<file path="src/rtl/ifu_imem_axi_slave_if.sv">
// Instruction-fetch AXI-lite read channels (AR/R, 64-bit beats) between ifu and its instruction memory slave.
interface ifu_imem_axi_slave_if;
  logic        ifu_arvalid;
  logic        ifu_arready;
  logic [63:0] ifu_araddr;
  logic        ifu_rvalid;
  logic        ifu_rready;
  logic [1:0]  ifu_rresp;
  logic [63:0] ifu_rdata;

  modport slave (
    input  ifu_arvalid, ifu_araddr, ifu_rready,
    output ifu_arready, ifu_rvalid, ifu_rresp, ifu_rdata
  );

  modport master (
    output ifu_arvalid, ifu_araddr, ifu_rready,
    input  ifu_arready, ifu_rvalid, ifu_rresp, ifu_rdata
  );
endinterface

</file>
<file path="src/rtl/ifu_imem_axi_slave.sv">
// Read-only AXI-lite slave for ifu fetches: queued addresses, range/alignment decode,
// 1-cycle synchronous SRAM read, in-order {rresp,rdata} responses.
module ifu_imem_axi_slave #(
  parameter logic [63:0] BASE_ADDR      = 64'h8000_0000,
  parameter int unsigned SIZE_LOG2      = 20,
  parameter int unsigned REQ_DEPTH_LOG2 = 2,
  parameter int unsigned WAIT_CYCLES    = 0
) (
  input  logic                   clk,
  input  logic                   rst,
  ifu_imem_axi_slave_if.slave    ifu,
  output logic                   mem_ren,
  output logic [SIZE_LOG2-4:0]   mem_addr,
  input  logic [63:0]            mem_rdata
);

  localparam int unsigned MEM_AW    = SIZE_LOG2 - 3;
  localparam int unsigned RQ_DEPTH  = 1 << REQ_DEPTH_LOG2;
  localparam logic [7:0]  WAIT_INIT = 8'(WAIT_CYCLES);

  typedef enum logic [1:0] {
    S_IDLE,
    S_WAIT,
    S_READ,
    S_DONE
  } state_t;

  state_t state, state_n;
  logic [7:0] wait_cnt, wait_cnt_n;

  // ---------------- request queue ----------------
  logic [63:0]             rq_mem [RQ_DEPTH];
  logic [REQ_DEPTH_LOG2:0] rq_wr, rq_rd;
  logic                    rq_empty, rq_full, rq_push, rq_pop;
  logic [63:0]             rq_head, head_off;
  logic [1:0]              head_resp;

  assign rq_empty = (rq_wr == rq_rd);
  assign rq_full  = (rq_wr[REQ_DEPTH_LOG2] != rq_rd[REQ_DEPTH_LOG2]) &&
                    (rq_wr[REQ_DEPTH_LOG2-1:0] == rq_rd[REQ_DEPTH_LOG2-1:0]);

  assign ifu.ifu_arready = !rst && !rq_full;
  assign rq_push         = ifu.ifu_arvalid && ifu.ifu_arready;

  always_ff @(posedge clk) begin
    if (rq_push) rq_mem[rq_wr[REQ_DEPTH_LOG2-1:0]] <= ifu.ifu_araddr;
  end

  always_ff @(posedge clk or posedge rst) begin
    if (rst) begin
      rq_wr <= '0;
      rq_rd <= '0;
    end else begin
      if (rq_push) rq_wr <= rq_wr + 1'b1;
      if (rq_pop)  rq_rd <= rq_rd + 1'b1;
    end
  end

  // Offset wraps modulo 2**64, so addresses below the base land far out of range.
  assign rq_head  = rq_mem[rq_rd[REQ_DEPTH_LOG2-1:0]];
  assign head_off = rq_head - BASE_ADDR;

  always_comb begin
    head_resp = 2'b00;
    if ((head_off >> SIZE_LOG2) != '0) head_resp = 2'b11;
    else if (rq_head[2:0] != 3'b000)   head_resp = 2'b10;
  end

  // ---------------- response queue (2 entries) ----------------
  logic [1:0]  rs_resp [2];
  logic [63:0] rs_data [2];
  logic        rs_wr, rs_rd, rs_push, rs_pop;
  logic [1:0]  rs_cnt;
  logic [1:0]  rs_push_resp;
  logic [63:0] rs_push_data;

  assign ifu.ifu_rvalid = (rs_cnt != 2'd0);
  assign ifu.ifu_rresp  = rs_resp[rs_rd];
  assign ifu.ifu_rdata  = rs_data[rs_rd];
  assign rs_pop         = ifu.ifu_rvalid && ifu.ifu_rready;

  always_ff @(posedge clk or posedge rst) begin
    if (rst) begin
      rs_wr   <= 1'b0;
      rs_rd   <= 1'b0;
      rs_cnt  <= 2'd0;
      rs_resp <= '{default: '0};
      rs_data <= '{default: '0};
    end else begin
      if (rs_push) begin
        rs_resp[rs_wr] <= rs_push_resp;
        rs_data[rs_wr] <= rs_push_data;
        rs_wr          <= ~rs_wr;
      end
      if (rs_pop) rs_rd <= ~rs_rd;
      rs_cnt <= rs_cnt + {1'b0, rs_push} - {1'b0, rs_pop};
    end
  end

  // ---------------- service FSM ----------------
  logic addr_load;

  always_ff @(posedge clk or posedge rst) begin
    if (rst) begin
      state    <= S_IDLE;
      wait_cnt <= '0;
      mem_addr <= '0;
    end else begin
      state    <= state_n;
      wait_cnt <= wait_cnt_n;
      if (addr_load) mem_addr <= head_off[SIZE_LOG2-1:3];
    end
  end

  // Starting only when the response queue has room guarantees the DONE push always fits.
  always_comb begin
    state_n      = state;
    wait_cnt_n   = wait_cnt;
    rq_pop       = 1'b0;
    rs_push      = 1'b0;
    rs_push_resp = 2'b00;
    rs_push_data = '0;
    addr_load    = 1'b0;
    mem_ren      = 1'b0;
    case (state)
      S_IDLE: begin
        if (!rq_empty && rs_cnt < 2'd2) begin
          if (head_resp != 2'b00) begin
            rs_push      = 1'b1;
            rs_push_resp = head_resp;
            rq_pop       = 1'b1;
          end else if (WAIT_CYCLES != 0) begin
            state_n    = S_WAIT;
            wait_cnt_n = WAIT_INIT;
          end else begin
            state_n   = S_READ;
            addr_load = 1'b1;
          end
        end
      end
      S_WAIT: begin
        wait_cnt_n = wait_cnt - 8'd1;
        if (wait_cnt == 8'd1) begin
          state_n   = S_READ;
          addr_load = 1'b1;
        end
      end
      S_READ: begin
        mem_ren = 1'b1;
        state_n = S_DONE;
      end
      S_DONE: begin
        rs_push      = 1'b1;
        rs_push_data = mem_rdata;
        rq_pop       = 1'b1;
        state_n      = S_IDLE;
      end
      default: state_n = S_IDLE;
    endcase
  end

  logic unused_ok;
  assign unused_ok = &{1'b0, MEM_AW[0]};

endmodule

</file>
<file path="src/flat_wrapper.sv">
// flat-port wrapper written by rule: the top's interface ports become plain ports
module ifu_imem_axi_slave_flat 
#(
  parameter logic [63:0] BASE_ADDR      = 64'h8000_0000,
  parameter int unsigned SIZE_LOG2      = 20,
  parameter int unsigned REQ_DEPTH_LOG2 = 2,
  parameter int unsigned WAIT_CYCLES    = 0
)
  (clk, rst, mem_ren, mem_addr, mem_rdata, ifu_ifu_arvalid, ifu_ifu_araddr, ifu_ifu_rready, ifu_ifu_arready, ifu_ifu_rvalid, ifu_ifu_rresp, ifu_ifu_rdata);
  ifu_imem_axi_slave_if ifu_i ();
  input  logic clk;
  input  logic rst;
  output logic mem_ren;
  output logic [SIZE_LOG2-4:0] mem_addr;
  input  logic [63:0] mem_rdata;
  input wire logic [$bits(ifu_i.ifu_arvalid)-1:0] ifu_ifu_arvalid;
  input wire logic [$bits(ifu_i.ifu_araddr)-1:0] ifu_ifu_araddr;
  input wire logic [$bits(ifu_i.ifu_rready)-1:0] ifu_ifu_rready;
  output wire logic [$bits(ifu_i.ifu_arready)-1:0] ifu_ifu_arready;
  output wire logic [$bits(ifu_i.ifu_rvalid)-1:0] ifu_ifu_rvalid;
  output wire logic [$bits(ifu_i.ifu_rresp)-1:0] ifu_ifu_rresp;
  output wire logic [$bits(ifu_i.ifu_rdata)-1:0] ifu_ifu_rdata;
  assign ifu_i.ifu_arvalid = ifu_ifu_arvalid;
  assign ifu_i.ifu_araddr = ifu_ifu_araddr;
  assign ifu_i.ifu_rready = ifu_ifu_rready;
  assign ifu_ifu_arready = ifu_i.ifu_arready;
  assign ifu_ifu_rvalid = ifu_i.ifu_rvalid;
  assign ifu_ifu_rresp = ifu_i.ifu_rresp;
  assign ifu_ifu_rdata = ifu_i.ifu_rdata;
  ifu_imem_axi_slave #(.BASE_ADDR(BASE_ADDR), .SIZE_LOG2(SIZE_LOG2), .REQ_DEPTH_LOG2(REQ_DEPTH_LOG2), .WAIT_CYCLES(WAIT_CYCLES)) u_core (.clk(clk), .rst(rst), .ifu(ifu_i), .mem_ren(mem_ren), .mem_addr(mem_addr), .mem_rdata(mem_rdata));
endmodule
</file>
<file path="config.mk">
export PLATFORM = sky130hd
export DESIGN_NAME = ifu_imem_axi_slave_flat
export DESIGN_NICKNAME = d
export VERILOG_FILES = /design/src/rtl/ifu_imem_axi_slave_if.sv /design/src/rtl/ifu_imem_axi_slave.sv /design/src/flat_wrapper.sv
export SDC_FILE = /design/constraint.sdc
export NUM_CORES = 1
export LEC_CHECK = 0
export BUFFER_PORTS_ARGS = -buffer_cell sky130_fd_sc_hd__buf_2
export CORE_UTILIZATION = 58
export CTS_CLUSTER_DIAMETER = 100
export DETAILED_ROUTE_END_ITERATION = 16
export PLACE_DENSITY = 0.88
export SLEW_MARGIN = 20
export SYNTH_ARGS = -nofsm -noshare
export SYNTH_HDL_FRONTEND = slang
export SYNTH_SLANG_ARGS = --single-unit
</file>
<file path="constraint.sdc">
create_clock -name clk -period 7.59 [get_ports clk]
set_input_delay 1.518 -clock clk [delete_from_list [all_inputs] [get_ports clk]]
set_output_delay 1.518 -clock clk [all_outputs]
set_load 0.05 [all_outputs]
</file>
## Yosys cells after proc, flatten, opt, wreduce, memory -nomap -nowiden

Memory sizes are Yosys's and may differ from the RTL's.
Cells that the tools add are included.

- $add $sub $neg: 6
- Order comparisons: 4
- Eq/ne operators: 10
- Mux-type cells: 32
- Bitwise logic cells: 4
- Reductions and logical operators: 15

Operator list:

| operator | count |
|---|---|
| 64-bit two-way mux | 5 |
| 128-bit bitwise mux | 1 |
| 64-bit demux with 1-bit select | 1 |
| 64-bit nonzero test | 1 |
| 64-bit by 32-bit subtractor with 64-bit output, second input constant | 1 |
| 2-bit two-way mux | 12 |
| 8-bit by 1-bit equality test with 1-bit output, second input constant | 1 |
| 1-bit two-way mux | 8 |
| 2-bit case mux with 4 select lines | 1 |
| 8-bit by 1-bit subtractor with 8-bit output, second input constant | 1 |
| 3-bit by 1-bit adder with 3-bit output, second input constant | 2 |
| 1-bit logical AND | 6 |
| 4-bit bitwise mux | 1 |
| 2-bit equality test, second input constant | 2 |
| 2-bit greater-or-equal comparator, second input constant | 2 |
| 2-bit by 1-bit inequality test with 1-bit output, second input constant | 2 |
| 1-bit inverter with 2-bit output | 2 |
| 1-bit case mux with 2 select lines | 2 |
| 2-bit nonzero test | 2 |
| 3-bit equality test | 1 |
| 1-bit logical NOT | 3 |
| 3-bit AND reduction | 1 |
| 3-bit nonzero test | 1 |
| 2-bit by 1-bit adder with 2-bit output | 1 |
| 10 further kinds | 11 |

- Register bits after elaboration: 169
- Memory bits (writable): 256
- Logic and storage cells: 84
- Memories: 1

Memories:

| name | words | width | read ports | clocked after memory_dff | wr ports | line | source |
|---|---|---|---|---|---|---|---|
| u_core.rq_mem | 4 | 64 | 1 | 0 | 1 | ifu_imem_axi_slave.sv:32 | `logic [63:0] rq_mem [RQ_DEPTH];` |

## Logic depth before layout (Yosys ltp)

Gate-level depths: netlist of run 1.
An unclocked memory read counts as a cell.

- Word-level depth: 10
- Depth in mapped cells: 20
- Depth with buffers taken out: 17

## Least setup slack after synthesis of run 1

Ideal clock, no wire load.

- Path type: register to register
- From: register u_core.rq_rd[1]
- To: memory u_core.rq_mem[3][0], enable pin
- Setup time: 0.431 ns
- Data arrival time: 4.426 ns
- Slack: 2.734 ns
- Cell stages (with the launch flop): 10
- Path buffers: 5
- Period minus slack after synthesis: 4.856 ns
- Path through: dfrtp_1 -> buf_2 -> buf_2 -> buf_1 -> buf_2 -> buf_1 -> xor2_1 -> nor3_1 -> nor2_1 -> and3_1

- Longest elaborated chain between the ends: 7

Ends and longest elaborated chain:

| item | line | source |
|---|---|---|
| start: declaration | ifu_imem_axi_slave.sv:33 | `logic [REQ_DEPTH_LOG2:0] rq_wr, rq_rd;` |
| start signal: assignment | ifu_imem_axi_slave.sv:55 | `if (rq_pop) rq_rd <= rq_rd + 1'b1;` |
| 2-bit equality test | ifu_imem_axi_slave.sv:40 | `(rq_wr[REQ_DEPTH_LOG2-1:0] == rq_rd[REQ_DEPTH_LOG2-1:0]);` |
| 1-bit logical AND | ifu_imem_axi_slave.sv:39 | `assign rq_full = (rq_wr[REQ_DEPTH_LOG2] != rq_rd[REQ_DEPTH_LOG2]) &&` |
| 1-bit logical NOT | ifu_imem_axi_slave.sv:42 | `assign ifu.ifu_arready = !rst && !rq_full;` |
| 1-bit logical AND | ifu_imem_axi_slave.sv:42 |  |
| via ifu_ifu_arready | flat_wrapper.sv:19 | `output wire logic [$bits(ifu_i.ifu_arready)-1:0] ifu_ifu_arready;` |
| 1-bit logical AND | ifu_imem_axi_slave.sv:43 | `assign rq_push = ifu.ifu_arvalid && ifu.ifu_arready;` |
| 1-bit two-way mux | ifu_imem_axi_slave.sv:46 | `if (rq_push) rq_mem[rq_wr[REQ_DEPTH_LOG2-1:0]] <= ifu.ifu_araddr;` |
| 1-bit two-way mux (implied by the code) | ifu_imem_axi_slave.sv:46 |  |
| end: declaration | ifu_imem_axi_slave.sv:32 |  |

The timed path passes the listed nets, and every way through them passes these cells.

## Final worst setup path of run 1

- From: register u_core.rq_rd[1]
- To: register u_core.rs_data[10] in the netlist's numbering

- Longest elaborated chain between the ends: 8
- Elaborated cells between the ends (all ways): 13
- Classes of those cells: add/sub: 1; eq/ne: 1; mux: 5; reduce/logical: 5; memory: 1

Ends and longest elaborated chain:

| item | line | source |
|---|---|---|
| memory 4 x 64 bit | -- |  |
| 64-bit by 32-bit subtractor with 64-bit output / 3-bit nonzero test (equally long branches) | ifu_imem_axi_slave.sv:61, ifu_imem_axi_slave.sv:66 |  |
| 64-bit nonzero test / 2-bit two-way mux (equally long branches) | ifu_imem_axi_slave.sv:65, ifu_imem_axi_slave.sv:66 |  |
| 2-bit two-way mux | ifu_imem_axi_slave.sv:65 | `if ((head_off >> SIZE_LOG2) != '0) head_resp = 2'b11;` |
| 2-bit nonzero test | ifu_imem_axi_slave.sv:128 | `if (head_resp != 2'b00) begin` |
| 1-bit two-way mux | ifu_imem_axi_slave.sv:128 |  |
| 1-bit two-way mux (*) | ifu_imem_axi_slave.sv:127 | `if (!rq_empty && rs_cnt < 2'd2) begin` |
| 1-bit case mux with 2 select lines (*) | ifu_imem_axi_slave.sv:125 | `case (state)` |
| end signal: indexed assignment | ifu_imem_axi_slave.sv:92 | `rs_data[rs_wr] <= rs_push_data;` |
| end: declaration | ifu_imem_axi_slave.sv:71 | `logic [63:0] rs_data [2];` |

Mark *: on every way between the ends. The rest lies on a longest branch, timed or not.
A chain may end at the register's enable or synchronous reset.

==> impl_metrics.yaml, run 1 <==
power:
  p_sw_share_pct: 30.69
  p_seq_share_pct: 44.0
  power_density_nw_per_um2: 321.7
  power_w: 0.006434
  ir_drop_v: 0.0002595
  clkPwrFrac_pct: 32.8
  leakagePower_nw: 8.079
  power_switching_w: 0.001975
  p_comb_share_pct: 23.2
  p_int_w: 0.004459
timing:
  hold_viol: 0
  finalMaxSlewViolations: 0
  relSlewSlack_pct: 25.13
  fin_crit_ns: 5.408
  finalCritPeriodShare_pct: 71.25
  setup_viol: 0
  whs_ns: 0.4641
  final.setup_skew_ns: 0.03066
  setup_tns_ns: 0
  rsz0062_at_grt: "no"
  worst_pin_slew_ns: 1.123
  max_freq_mhz: 184.9
logic_synthesis:
  synthFlopType: "edfxtp_1"
  syn_area_um2: 17220
  synth_nets: 1147
  ys_ff_latch: 425
  synth_cell_types: 62
  ys_seq_area_share_pct: 69.22
  synth.area.top_cells: "edfxtp_1, dfrtp_1, a32o_1"
  synth.avg_cell_area_um2: 17.20
  synthArstFlopShare_pct: 39.76
  syn_inst: 1001
  synth.largest_area_cell: "edfxtp_1"
  synth_warnings: 0
  synth_top_cell_area_share_pct: 44.65
  synth_edf_count: 256
placement:
  place.gp.congestion: 0.8772
  hpwlAfterDp_um: 21820
  port_buffers: 217
  dpl_cell_area_um2: 18560
cts:
  cts-resized-gates: 0
  cts_buffers: 43
  post_cts_buffers: 0
  cts.clk_slew.worst_paths_ns: 0.06
  clockBufferDepth: 3
  cts_tree: "yes"
  h-tree-depth: 2
  ctsHoldBuffers: 0
  cts_root_buf: "clkbuf_16"
  cts.sinks: 425
  clk_latency_ns: 0.56
floorplan:
  dieArea_um2: 30380
  die_h_um: 174.3
  start_util_pct: 59.50
  num_io_pins: 218
  die_x_um: 174.3
  row_count: 62
  core_um2: 28940
drt:
  first_pass_iters: 8
  totalWireLength_um: 36720
  drc_errors: 0
  ant_nets: 0
  wl_per_cell_um: 22.57
  viasPerCell: 6.334
  via_count: 10310
  drt_iter0_drc: 1127
finish:
  stdcell_area_um2: 20000
  layout_common_cells: "edfxtp_1, buf_2, dfrtp_1"
  final_util_pct: 69.11
  nets: 1354
  areaGrowthSynthToFinish_pct: 16.16
  final_common_cell: "edfxtp_1"
  drive_gt1_share_pct: 35.37
global_routing:
  grtUsageTotal_pct: 24.38
  overflow: 0
  antenna_found_initial: 5
  grt_pass1_vias: 10620
  grt_max_degree: 108
  grt_pass1_wl_um: 57900
worst_setup_path:
  worstSetupEndpointType: "flop"
  cp_max_fo: 38
  crit_required_ns: 8.06
  start_kind: "flop"
  crit_type: "reg2reg"
  arrival_ns: 5.88
flow_run:
  maxCapViolCount: 0
outcome:
  status: "complete, no violations"
hold_path:
  min_path_type: "reg2reg"
-- layer usage --
layer	vias up	global-route usage (%)	wire length (µm)
li1	4493	-	-
met1	5263	31.88	14420
met2	461	40.72	18570
met3	82	5.293	2786
met4	6	8.187	911
met5	-	0	35
-- registers in the layout (all words and copies together), names as in the netlist --
| register | cells |
|---|---|
| u_core.rq_mem | 256 |
| u_core.rs_data | 128 |
| u_core.mem_addr | 17 |
| u_core.wait_cnt | 8 |
| u_core.rs_resp | 4 |
| u_core.rq_rd | 3 |
| u_core.rq_wr | 3 |
| u_core.rs_cnt | 2 |
| u_core.state | 2 |
| u_core.rs_rd | 1 |
| u_core.rs_wr | 1 |
-- worst max-delay path: stages (launching register included) --
cell      delay, ns
dfrtp_2        0.95
nor4b_1        0.61
o211ai_1       0.24
a21oi_1        0.90
and2_1         0.28
nand3_1        0.13
xnor2_1        0.23
or4_1          0.68
o211ai_4       0.61
buf_4          0.44
a32o_1         0.19
-- cell usage after synthesis, types with 7 or more instances --
cell type,number
edfxtp_1,256
dfrtp_1,169
a32o_1,128
mux2_2,77
mux4_2,41
clkbuf_1,39
nor2_1,24
nand2_1,18
buf_6,14
ha_1,14
inv_1,14
nor3_1,14
nor4_1,14
a21oi_1,12
xor2_1,12
mux2_1,11
xnor2_1,11
nand3_1,10
and3_1,8
buf_1,8
mux2i_1,8
o21ai_0,8
buf_2,7
-- stage by stage --
| stage | cells | setup slack (ns) |
|---|---|---|
| global placement | 1547 | 2.617 |
| global route | 1626 | 1.835 |
| finish | 1627 | 2.182 |
| CTS | 1625 | 2.240 |
| detailed placement | 1547 | 2.493 |
| floorplan | 1001 | 1.497 |
-- final cells by class --
type	count	area [µm²]
Timing Repair Buffer	231	1191
Clock inverter	22	275.3
Sequential cell	425	11920
Antenna cell	2	5.005
Inverter	15	61.31
Clock buffer	56	1155
Fill cell	1830	8937
Multi-Input combinational cell	492	4907
Tap cell	384	480.5
-- path summary, 6_finish.rpt --
path / start / to / slack [ns] / cells after the start
max reg2reg: u_core.rq_rd[1] / u_core.rs_data[10] / 2.18 / 10
min in group asynchronous: rst / u_core.rq_wr[2] / 1.17 / 2
max: u_core.rq_rd[1] / u_core.rs_data[10] / 2.18 / 10
min reg2reg: u_core.wait_cnt[7] / u_core.wait_cnt[7] / 0.46 / 1
min: u_core.wait_cnt[7] / u_core.wait_cnt[7] / 0.46 / 1
max in group asynchronous: rst / u_core.rs_rd / 5.03 / 3
-- power by group through the flow --
stage	sequential (W)	clock, W	combinational [W]
3_5_place_dp	0.00287	0	0.00148
2_1_floorplan	0.00277	0	0.00124
6_report	0.00283	0.00211	0.00149
4_1_cts	0.00283	0.00215	0.00150
3_3_place_gp	0.00286	0	0.00146
5_1_grt	0.00285	0.00223	0.00161
-- logic make-up (layout without fill, tap and decap cells) --
| logic type | count (synthesis) | count (layout) | synth area share [%] |
|---|---|---|---|
| AOI/OAI and AO/OA | 175 | 175 | 9.550 |
| xor gates and xnor gates | 23 | 23 | 1.170 |
| adders and majority gates | 14 | 14 | 1.017 |
| buffers and inverters | 84 | 324 | 2.515 |
| DFF | 425 | 425 | 69.22 |
| muxes | 138 | 138 | 11.74 |
| other | 0 | 2 | 0 |
| and+or+nand+nor | 142 | 142 | 4.797 |
Power figures use the tool's default switching activity.
==> run 2, diff against run 1 <==
==> constraint.sdc (replaced) <==
create_clock -name clk -period 5.4 [get_ports clk]
set_input_delay 1.08 -clock clk [delete_from_list [all_inputs] [get_ports clk]]
set_output_delay 1.08 -clock clk [all_outputs]
set_load 0.05 [all_outputs]
==> run 2 against run 1 <==
Clock skew decreased by 0.0066 ns. Clock power increased by 36%. Hold slack about the same. Routed wire length increased by 3.6%. Global-route usage increased by 0.65 points. Clock-buffer cell count increased by 5. Die area unchanged. Non-clock buffer count increased by 6. First-iteration DRC count decreased by 16%. Via count increased by 0.60%. Critical endpoint is now u_core.rs_cnt[1]. Largest power group unchanged. Highest routed layer unchanged.
==> impl_metrics.yaml, run 2 (synthesized netlist as in run 1, its figures left out) <==
outcome:
  status: "complete, no violations"
drt:
  ant_nets: 0
  drc_errors: 0
  wl_per_cell_um: 23.30
  viasPerCell: 6.348
  first_pass_iters: 5
  via_count: 10370
  totalWireLength_um: 38060
  drt_iter0_drc: 952
power:
  leakagePower_nw: 8.087
  power_density_nw_per_um2: 450.7
  ir_drop_v: 0.0004128
finish:
  nets: 1360
  layout_common_cells: "edfxtp_1, buf_2, dfrtp_1"
  stdcell_area_um2: 19990
  areaGrowthSynthToFinish_pct: 16.10
  drive_gt1_share_pct: 35.20
  final_common_cell: "edfxtp_1"
  largest_reg_flops: 256
  finalNonFillerCells: 1633
cts:
  clockBufferDepth: 3
  cts.clk_slew.worst_paths_ns: 0.06
  cts_tree: "yes"
  post_cts_buffers: 0
  cts_buffers: 43
  clk_latency_ns: 0.54
  cts-resized-gates: 0
  h-tree-depth: 2
  ctsHoldBuffers: 0
  cts_root_buf: "clkbuf_16"
  cts.sinks: 425
global_routing:
  grt_pass1_vias: 10730
  grt_max_degree: 147
  antenna_found_initial: 2
  grtUsageTotal_pct: 25.03
  overflow: 0
  grt_pass1_wl_um: 58820
floorplan:
  die_h_um: 174.3
  num_io_pins: 218
  die_x_um: 174.3
  core_um2: 28940
  dieArea_um2: 30380
  start_util_pct: 59.50
  row_count: 62
timing:
  worst_pin_slew_ns: 0.9804
  finalCritPeriodShare_pct: 91.64
  setup_viol: 0
  rsz0062_at_grt: "no"
  final.setup_skew_ns: 0.02404
  fin_crit_ns: 4.948
  relSlewSlack_pct: 34.64
  setup_tns_ns: 0
  hold_viol: 0
  finalMaxSlewViolations: 0
  max_freq_mhz: 202.1
worst_setup_path:
  cp_slowest_stage_delay_ns: 0.63
  start_kind: "flop"
  cpMaxStageDelayCell: "dfrtp_4"
  crit_type: "reg2reg"
  critPathTopFamily: "compound AO/OA/AOI/OAI gates"
  path_cells: "buf_4, mux4_2, inv_1, ha_1, nand2_1, mux2_2, a221oi_1, nand3_1, a221oi_2, o311ai_1, or3_1, o211a_1, inv_1, ha_1, inv_1, ha_1, xnor2_1, xnor2_1"
  worstSetupEndpointType: "flop"
  arrival_ns: 5.39
  crit_required_ns: 5.84
  cp_max_fo: 17
  crit_buf_inv: 4
placement:
  hpwlAfterDp_um: 22760
  dp.cells: 1553
  port_buffers: 217
  dpl_cell_area_um2: 18610
  place.gp.congestion: 0.8664
hold_path:
  min_path_type: "reg2reg"
flow_run:
  maxCapViolCount: 0
## run 2: power by group
group / switching (W) / internal (W) / leakage [nW] / total, W
Sequential: 0.000219 / 0.00376 / 4.64 / 0.00398
Combinational: 0.00136 / 0.000799 / 2.78 / 0.00216
Clock: 0.00120 / 0.00167 / 0.662 / 0.00287
Total: 0.00278 / 0.00623 / 8.09 / 0.00901
## run 2: final cells by class
type / instances / area [µm²]
timing repair buffer: 237 / 1252
antenna: 2 / 5.005
fill: 1835 / 8947
sequential: 425 / 11920
clock inverter: 17 / 186.4
tap: 384 / 480.5
multi-input combinational: 492 / 4907
clock buffer: 61 / 1174
inverter: 15 / 60.06
## run 2: layer usage
layer,global-route usage (%),wire (µm)
met5,0,18
met3,4.637,2873
met4,7.456,908
met2,43.53,19480
met1,32.07,14780
## run 2: worst paths after layout
path	startpoint	slack (ns)	endpoint	cells after the start
hold reg to reg	u_core.wait_cnt[7]	0.46	u_core.wait_cnt[7]	1
hold / removal	u_core.wait_cnt[7]	0.46	u_core.wait_cnt[7]	1
max in group asynchronous	rst	3.63	u_core.rs_data[40]	3
setup / recovery	u_core.rq_rd[0]	0.45	u_core.rs_cnt[1]	18
min in group asynchronous	rst	0.60	u_core.wait_cnt[3]	2
setup reg to reg	u_core.rq_rd[0]	0.45	u_core.rs_cnt[1]	18
## run 2: per-stage QoR
step / power [W] / setup slack (ns) / hold slack [ns] / util (%)
2_1_floorplan: 0.005636 / 0.5435 / 0.4363 / -
3_3_place_gp: 0.006102 / 0.8134 / 0.4520 / 64.32
3_5_place_dp: 0.006164 / 0.6401 / 0.4542 / 64.32
5_1_grt: 0.009340 / 0.2431 / 0.4932 / 69.06
4_1_cts: 0.009051 / 0.4793 / 0.4665 / 69.02
6_report: 0.009009 / 0.4516 / 0.4645 / 69.08
